**config.mk**
```make
export PLATFORM = sky130hd
export DESIGN_NAME = clk_en_ctrl
export DESIGN_NICKNAME = d
export VERILOG_FILES = /design/src/rtl/clk_en_pkg.sv /design/src/rtl/btn_debounce.sv /design/src/rtl/clk_en_ctrl.sv
export SDC_FILE = /design/constraint.sdc
export NUM_CORES = 1
export LEC_CHECK = 0
export CAP_MARGIN = 40
export CELL_PAD_IN_SITES_DETAIL_PLACEMENT = 1
export CELL_PAD_IN_SITES_GLOBAL_PLACEMENT = 2
export CORE_ASPECT_RATIO = 1.1
export CORE_MARGIN = 3
export CORE_UTILIZATION = 33
export CTS_CLUSTER_DIAMETER = 120
export CTS_CLUSTER_SIZE = 8
export DETAILED_ROUTE_END_ITERATION = 7
export PLACE_DENSITY = 0.66
export SKIP_CTS_REPAIR_TIMING = 1
export SLEW_MARGIN = 20
export SYNTH_ARGS = -nofsm -noshare
export SYNTH_HDL_FRONTEND = slang
export SYNTH_SLANG_ARGS = --single-unit
```
**constraint.sdc**
```tcl
create_clock -name clk -period 4.43 [get_ports clk]
set_input_delay 0.886 -clock clk [delete_from_list [all_inputs] [get_ports clk]]
set_output_delay 0.886 -clock clk [all_outputs]
set_load 0.1 [all_outputs]
```
**src/rtl/clk_en_pkg.sv**
```systemverilog
// Shared types and parameter defaults for the Gray-counter clock-enable controller.
package clk_en_pkg;

    typedef enum logic {
        PAUSED  = 1'b0,
        RUNNING = 1'b1
    } ce_state_t;

    // Board defaults: 1 Hz count rate from a 25 MHz clock, 20 ms debounce.
    localparam int unsigned DIV_DEFAULT        = 25_000_000;
    localparam int unsigned CNT_W_DEFAULT      = 25;
    localparam int unsigned DEB_CYCLES_DEFAULT = 500_000;
    localparam int unsigned DEB_W_DEFAULT      = 19;

    // Small values so simulation exercises every path in a few hundred cycles.
    localparam int unsigned DIV_SIM        = 4;
    localparam int unsigned CNT_W_SIM      = 3;
    localparam int unsigned DEB_CYCLES_SIM = 4;
    localparam int unsigned DEB_W_SIM      = 3;

endpackage

```
**src/rtl/btn_debounce.sv**
```systemverilog
// Push-button conditioner: two-flop synchroniser, stability counter and
// rising-edge pulse generator on the accepted level.
module btn_debounce
    import clk_en_pkg::*;
#(
    parameter int unsigned DEB_CYCLES = DEB_CYCLES_DEFAULT,
    parameter int unsigned DEB_W      = DEB_W_DEFAULT
) (
    input  logic clk,
    input  logic rst,
    input  logic btn_in,
    output logic pulse
);

    logic             sync1_q;
    logic             sync2_q;
    logic             stable_q;
    logic             stable_d;
    logic             pulse_q;
    logic             pulse_d;
    logic [DEB_W-1:0] cnt_q;
    logic [DEB_W-1:0] cnt_d;

    // Count cycles of disagreement; accept the new level once the count has
    // reached DEB_CYCLES and the input still disagrees.
    always_comb begin
        stable_d = stable_q;
        cnt_d    = '0;
        if (sync2_q != stable_q) begin
            if (cnt_q == DEB_W'(DEB_CYCLES)) begin
                stable_d = sync2_q;
                cnt_d    = '0;
            end else begin
                cnt_d = cnt_q + 1'b1;
            end
        end
        pulse_d = stable_d & ~stable_q;
    end

    // Synchroniser, accepted level, counter and registered press pulse.
    always_ff @(posedge clk or negedge rst) begin
        if (!rst) begin
            sync1_q  <= 1'b0;
            sync2_q  <= 1'b0;
            stable_q <= 1'b0;
            cnt_q    <= '0;
            pulse_q  <= 1'b0;
        end else begin
            sync1_q  <= btn_in;
            sync2_q  <= sync1_q;
            stable_q <= stable_d;
            cnt_q    <= cnt_d;
            pulse_q  <= pulse_d;
        end
    end

    assign pulse = pulse_q;

endmodule

```
**src/rtl/clk_en_ctrl.sv**
```systemverilog
// Clock-enable controller for the 4-bit Gray counter: prescaler plus a
// run/pause FSM driven by two debounced push buttons.
module clk_en_ctrl
    import clk_en_pkg::*;
#(
    parameter int unsigned DIV        = DIV_DEFAULT,
    parameter int unsigned CNT_W      = CNT_W_DEFAULT,
    parameter int unsigned DEB_CYCLES = DEB_CYCLES_DEFAULT,
    parameter int unsigned DEB_W      = DEB_W_DEFAULT
) (
    input  logic clk,
    input  logic rst,
    input  logic btn_run,
    input  logic btn_step,
    output logic clk_en,
    output logic running
);

    logic             run_p;
    logic             step_p;
    ce_state_t        state_q;
    ce_state_t        state_d;
    logic [CNT_W-1:0] presc_q;
    logic [CNT_W-1:0] presc_d;
    logic             clk_en_q;
    logic             clk_en_d;
    logic             running_q;
    logic             running_d;

    btn_debounce #(
        .DEB_CYCLES (DEB_CYCLES),
        .DEB_W      (DEB_W)
    ) u_deb_run (
        .clk    (clk),
        .rst    (rst),
        .btn_in (btn_run),
        .pulse  (run_p)
    );

    btn_debounce #(
        .DEB_CYCLES (DEB_CYCLES),
        .DEB_W      (DEB_W)
    ) u_deb_step (
        .clk    (clk),
        .rst    (rst),
        .btn_in (btn_step),
        .pulse  (step_p)
    );

    // Next state: run_p has priority over both a prescaler wrap and step_p.
    always_comb begin
        state_d  = state_q;
        presc_d  = '0;
        clk_en_d = 1'b0;
        unique case (state_q)
            RUNNING: begin
                if (run_p) begin
                    state_d = PAUSED;
                end else if (presc_q == CNT_W'(DIV - 1)) begin
                    clk_en_d = 1'b1;
                end else begin
                    presc_d = presc_q + 1'b1;
                end
            end
            PAUSED: begin
                if (run_p) begin
                    state_d = RUNNING;
                end else begin
                    clk_en_d = step_p;
                end
            end
            default: begin
                state_d = RUNNING;
            end
        endcase
        running_d = (state_d == RUNNING);
    end

    // FSM state, prescaler and registered outputs.
    always_ff @(posedge clk or negedge rst) begin
        if (!rst) begin
            state_q   <= RUNNING;
            presc_q   <= '0;
            clk_en_q  <= 1'b0;
            running_q <= 1'b1;
        end else begin
            state_q   <= state_d;
            presc_q   <= presc_d;
            clk_en_q  <= clk_en_d;
            running_q <= running_d;
        end
    end

    assign clk_en  = clk_en_q;
    assign running = running_q;

endmodule

```
==> metrics.txt <==
# TYPE chip_impl_metric gauge
chip_impl_metric{name="seq_area_frac_synth",unit=""} 0.502
chip_impl_metric{name="initialDrtViolationCount",unit=""} 97
chip_impl_info{name="critPathTopFamily",value="buffers and inverters"} 1
chip_impl_metric{name="layout.core_utilization",unit=""} 0.395
chip_impl_metric{name="power_density",unit="nW/µm²"} 334
chip_impl_metric{name="place.detailed.hpwl",unit="µm"} 5420
chip_impl_metric{name="finalCriticalPeriod",unit="ns"} 2.51
chip_impl_metric{name="pwr-share-seq",unit=""} 0.487
chip_impl_metric{name="p_leak",unit="µW"} 0.00163
chip_impl_metric{name="detail_route.wirelength",unit="µm"} 7970
chip_impl_metric{name="drv_cap",unit=""} 0
chip_impl_info{name="postSynth.topFlopCell",value="sky130_fd_sc_hd__dfrtp_1"} 1
chip_impl_info{name="worst_hold_startpoint",value="u_deb_step.sync1_q$_DFF_PN0_"} 1
chip_impl_metric{name="critical_path_arrival",unit="ns"} 1.62
chip_impl_info{name="synth_most_common_cell",value="sky130_fd_sc_hd__dfrtp_1"} 1
chip_impl_metric{name="grt_util_met3",unit=""} 0.0271
chip_impl_metric{name="synth_edf_count",unit=""} 0
chip_impl_metric{name="post-route-period-util",unit=""} 0.566
chip_impl_metric{name="rows",unit=""} 39
chip_impl_metric{name="worstPathRequired",unit="ns"} 3.54
chip_impl_metric{name="number_of_failing_setup_endpoints_in_the_final_timing_report",unit=""} 0
chip_impl_metric{name="clk_pin_slew_worst_paths",unit="ns"} 0.06
chip_impl_metric{name="first_pass_grt_wire_length",unit="µm"} 14500
chip_impl_metric{name="skew",unit="ns"} 0.00454
chip_impl_metric{name="routabilityCongestion",unit=""} 0.737
chip_impl_metric{name="yosysWarningCount",unit=""} 0
chip_impl_metric{name="slew_viol_final",unit=""} 0
chip_impl_metric{name="pwr-share-clk",unit=""} 0.483
chip_impl_metric{name="first_global_vias",unit=""} 2929
chip_impl_info{name="synthTopCellsByCount",value="sky130_fd_sc_hd__dfrtp_1, sky130_fd_sc_hd__nor2_1, sky130_fd_sc_hd__nand3_1, sky130_fd_sc_hd__xor2_1, sky130_fd_sc_hd__a21oi_1"} 1
chip_impl_metric{name="rrSetupSlack",unit="ns"} 2.09
chip_impl_metric{name="cp_slowest_stage_delay",unit="ns"} 0.55
chip_impl_info{name="critical_path.reg2reg.endpoint",value="presc_q[24]$_DFF_PN0_"} 1
chip_impl_metric{name="cts_max_path_buffers",unit=""} 2
chip_impl_metric{name="number_of_failing_hold_endpoints_at_the_final_stage",unit=""} 0
chip_impl_metric{name="firstDrtPassIters",unit=""} 4
chip_impl_metric{name="worst_skew_pair.late_latency",unit="ns"} 0.33
chip_impl_info{name="unrepaired_setup_endpoints_after_global_routing",value="no"} 1
chip_impl_info{name="critical_path.startpoint_type",value="register"} 1
chip_impl_metric{name="maximum_number_of_pins_on_one_net_before_global_route_repair",unit=""} 42
chip_impl_metric{name="final_nets",unit=""} 378
chip_impl_metric{name="synthArstFlopShare",unit=""} 1.00
chip_impl_info{name="min_to",value="u_deb_step.sync2_q$_DFF_PN0_"} 1
chip_impl_metric{name="power_switching_share",unit=""} 0.217
chip_impl_metric{name="clock_sinks",unit=""} 73
chip_impl_metric{name="num_antenna_cells",unit=""} 0
chip_impl_metric{name="cts_max_level",unit=""} 3
chip_impl_metric{name="wire_per_inst",unit="µm"} 15.4
chip_impl_metric{name="timing.max_slew.rel_slack",unit=""} 0.569
chip_impl_metric{name="numPortBuffers",unit=""} 5
chip_impl_metric{name="start_util",unit=""} 0.344
chip_impl_info{name="crit-reg2reg-launch",value="presc_q[0]$_DFF_PN0_"} 1
chip_impl_metric{name="share_comb_of_total_power",unit=""} 0.030
chip_impl_metric{name="avgViaCountPerCell",unit=""} 5.31
chip_impl_metric{name="use_met2",unit=""} 0.234
chip_impl_info{name="crit_type",value="reg2out"} 1
chip_impl_info{name="tritoncts",value="done"} 1
chip_impl_metric{name="antenna_nets_post_route",unit=""} 0
chip_impl_metric{name="worst_r2r_path_depth",unit=""} 5
chip_impl_metric{name="yosys.cell_types.count",unit=""} 38
chip_impl_metric{name="synthesis.instances",unit=""} 359
chip_impl_metric{name="floorplan.die.height",unit="µm"} 116
chip_impl_metric{name="hold-path-cell-count",unit=""} 0
chip_impl_metric{name="design.portCount",unit=""} 6
chip_impl_metric{name="power.switching",unit="µW"} 303
chip_impl_metric{name="fin_cells",unit=""} 517
chip_impl_metric{name="path_buf_inv",unit=""} 2
chip_impl_metric{name="synth_top_area_share",unit=""} 0.495
chip_impl_metric{name="postPlaceCellArea",unit="µm²"} 3910
chip_impl_metric{name="tightestPinTransition",unit="ns"} 0.644
chip_impl_info{name="critPathCaptureType",value="output port"} 1
chip_impl_metric{name="netlist_area_pre_place",unit="µm²"} 3640
chip_impl_metric{name="setup_total_negative_slack",unit="ns"} 0
chip_impl_info{name="path_cells",value="clkdlybuf4s50_1, buf_8"} 1
chip_impl_metric{name="core_region_area",unit="µm²"} 10600
chip_impl_info{name="synthDominantAreaCellType",value="sky130_fd_sc_hd__dfrtp_1"} 1
chip_impl_metric{name="antenna_found_initial",unit=""} 0
chip_impl_metric{name="fillerInstances",unit=""} 1206
chip_impl_metric{name="syn_to_final_growth",unit="%"} 14.8
chip_impl_info{name="run_status",value="finished, final reports clean"} 1
chip_impl_metric{name="final_layout_size_suffix_gt1_frac",unit=""} 0.0775
chip_impl_metric{name="gr-total-overflow",unit=""} 0
chip_impl_metric{name="synth_seq_cells",unit=""} 73
chip_impl_info{name="hold_path_class",value="reg2reg"} 1
chip_impl_metric{name="dieWidth",unit="µm"} 106
chip_impl_metric{name="syn-num-nets",unit=""} 368
chip_impl_metric{name="final_area",unit="µm²"} 4180
chip_impl_metric{name="number_of_vias_in_the_routed_layout",unit=""} 2744
chip_impl_info{name="synth_area_leaders",value="sky130_fd_sc_hd__dfrtp_1, sky130_fd_sc_hd__xor2_1, sky130_fd_sc_hd__nor2_1"} 1
chip_impl_metric{name="synth.avg_cell_area",unit="µm²"} 10.1
chip_impl_info{name="grt_most_used_layer",value="met2"} 1
chip_impl_info{name="clock-root-buffer",value="sky130_fd_sc_hd__clkbuf_16"} 1
chip_impl_metric{name="groute.layer.met1.usage",unit=""} 0.194
chip_impl_metric{name="peakVddDrop",unit="V"} 0.000126
chip_impl_metric{name="fmax",unit="MHz"} 399
chip_impl_metric{name="floorplan.die_area",unit="µm²"} 12300
chip_impl_metric{name="drc_errors",unit=""} 0
chip_impl_metric{name="internal_power",unit="µW"} 1100
chip_impl_info{name="worst_path_cell_with_the_longest_stage_delay",value="sky130_fd_sc_hd__dfstp_2"} 1
chip_impl_metric{name="cts-buffers-inserted",unit=""} 9
chip_impl_metric{name="placed_instances",unit=""} 501
chip_impl_metric{name="grt.total_usage",unit=""} 0.147
chip_impl_metric{name="worstPathMaxFanout",unit=""} 3
[worst max-delay path by stage]
stage	cells after the start	slack (ns)	to	start
6_report	2	1.92	running	running$_DFF_PN1_
5_1_grt	2	1.88	running	running$_DFF_PN1_
4_1_cts	2	1.89	running	running$_DFF_PN1_
3_5_place_dp	5	2.09	presc_q[22]$_DFF_PN0_	presc_q[0]$_DFF_PN0_
3_3_place_gp	1	1.89	running	running$_DFF_PN1_
2_1_floorplan	5	2.45	u_deb_run.cnt_q[12]$_DFF_PN0_	u_deb_run.cnt_q[4]$_DFF_PN0_
[routing by layer]
metal	vias up	wire [µm]
li1	1326	-
met1	1389	3910
met2	16	3740
met3	13	144
met4	0	180
met5	-	0
[power by group through the flow]
stage | clock, µW | combinational, µW | sequential (µW)
after detailed placement | 0 | 44.0 | 693
after global routing | 733 | 49.4 | 682
after CTS | 706 | 44.3 | 681
final | 675 | 41.6 | 681
after global placement | 0 | 37.9 | 693
after floorplan | 0 | 17.4 | 691
[state kept, by name, indices dropped and copies added, names as in the netlist]
signal	flops
u_deb_step.sync1_q	1
u_deb_step.pulse	1
u_deb_run.sync2_q	1
u_deb_run.stable_q	1
u_deb_run.cnt_q	19
u_deb_run.sync1_q	1
u_deb_step.stable_q	1
u_deb_step.sync2_q	1
clk_en	1
running	1
u_deb_run.pulse	1
u_deb_step.cnt_q	19
presc_q	25
[per-stage QoR]
step	hold WS, ns	setup WS, ns	total power, µW
floorplan	0.331	2.45	708
global placement	0.333	1.89	731
detailed placement	0.336	2.09	737
CTS	0.350	1.89	1430
global route	0.371	1.88	1460
finish	0.347	1.92	1400
[cell type report]
| type | instances | area [µm²] | share of cell area |
|---|---|---|---|
| sequential | 73 | 1830 | 0.437 |
| timing repair buffer | 11 | 135 | 0.0323 |
| tap | 143 | 179 | 0.0428 |
| multi-input combinational | 262 | 1720 | 0.411 |
| inverter | 12 | 45.0 | 0.0108 |
| clock buffer | 13 | 260 | 0.0623 |
| clock inverter | 3 | 15.0 | 0.00359 |
[kinds of logic (layout without fill, tap and decap cells)]
group | after synthesis | count (layout) | synth area share
simple gates | 169 | 169 | 0.263
flops | 73 | 73 | 0.502
compound gates | 48 | 48 | 0.0907
xor+xnor | 38 | 38 | 0.0914
buf+inv | 24 | 39 | 0.0292
fa+ha+maj | 5 | 5 | 0.0172
mux | 2 | 2 | 0.00619
[cell usage in the layout (no fill, tap or decap), drive strengths merged, types with 10 or more instances in the layout]
master and n:
nor2 43, nand3 25, or4 16, nand4 16, inv 12, o31ai 12, xor2 23, dfrtp 72
o21ai 10, nand2 18, xnor2 15, clkbuf 13, a21oi 23
Note: power is estimated with default switching activity, not from simulation.
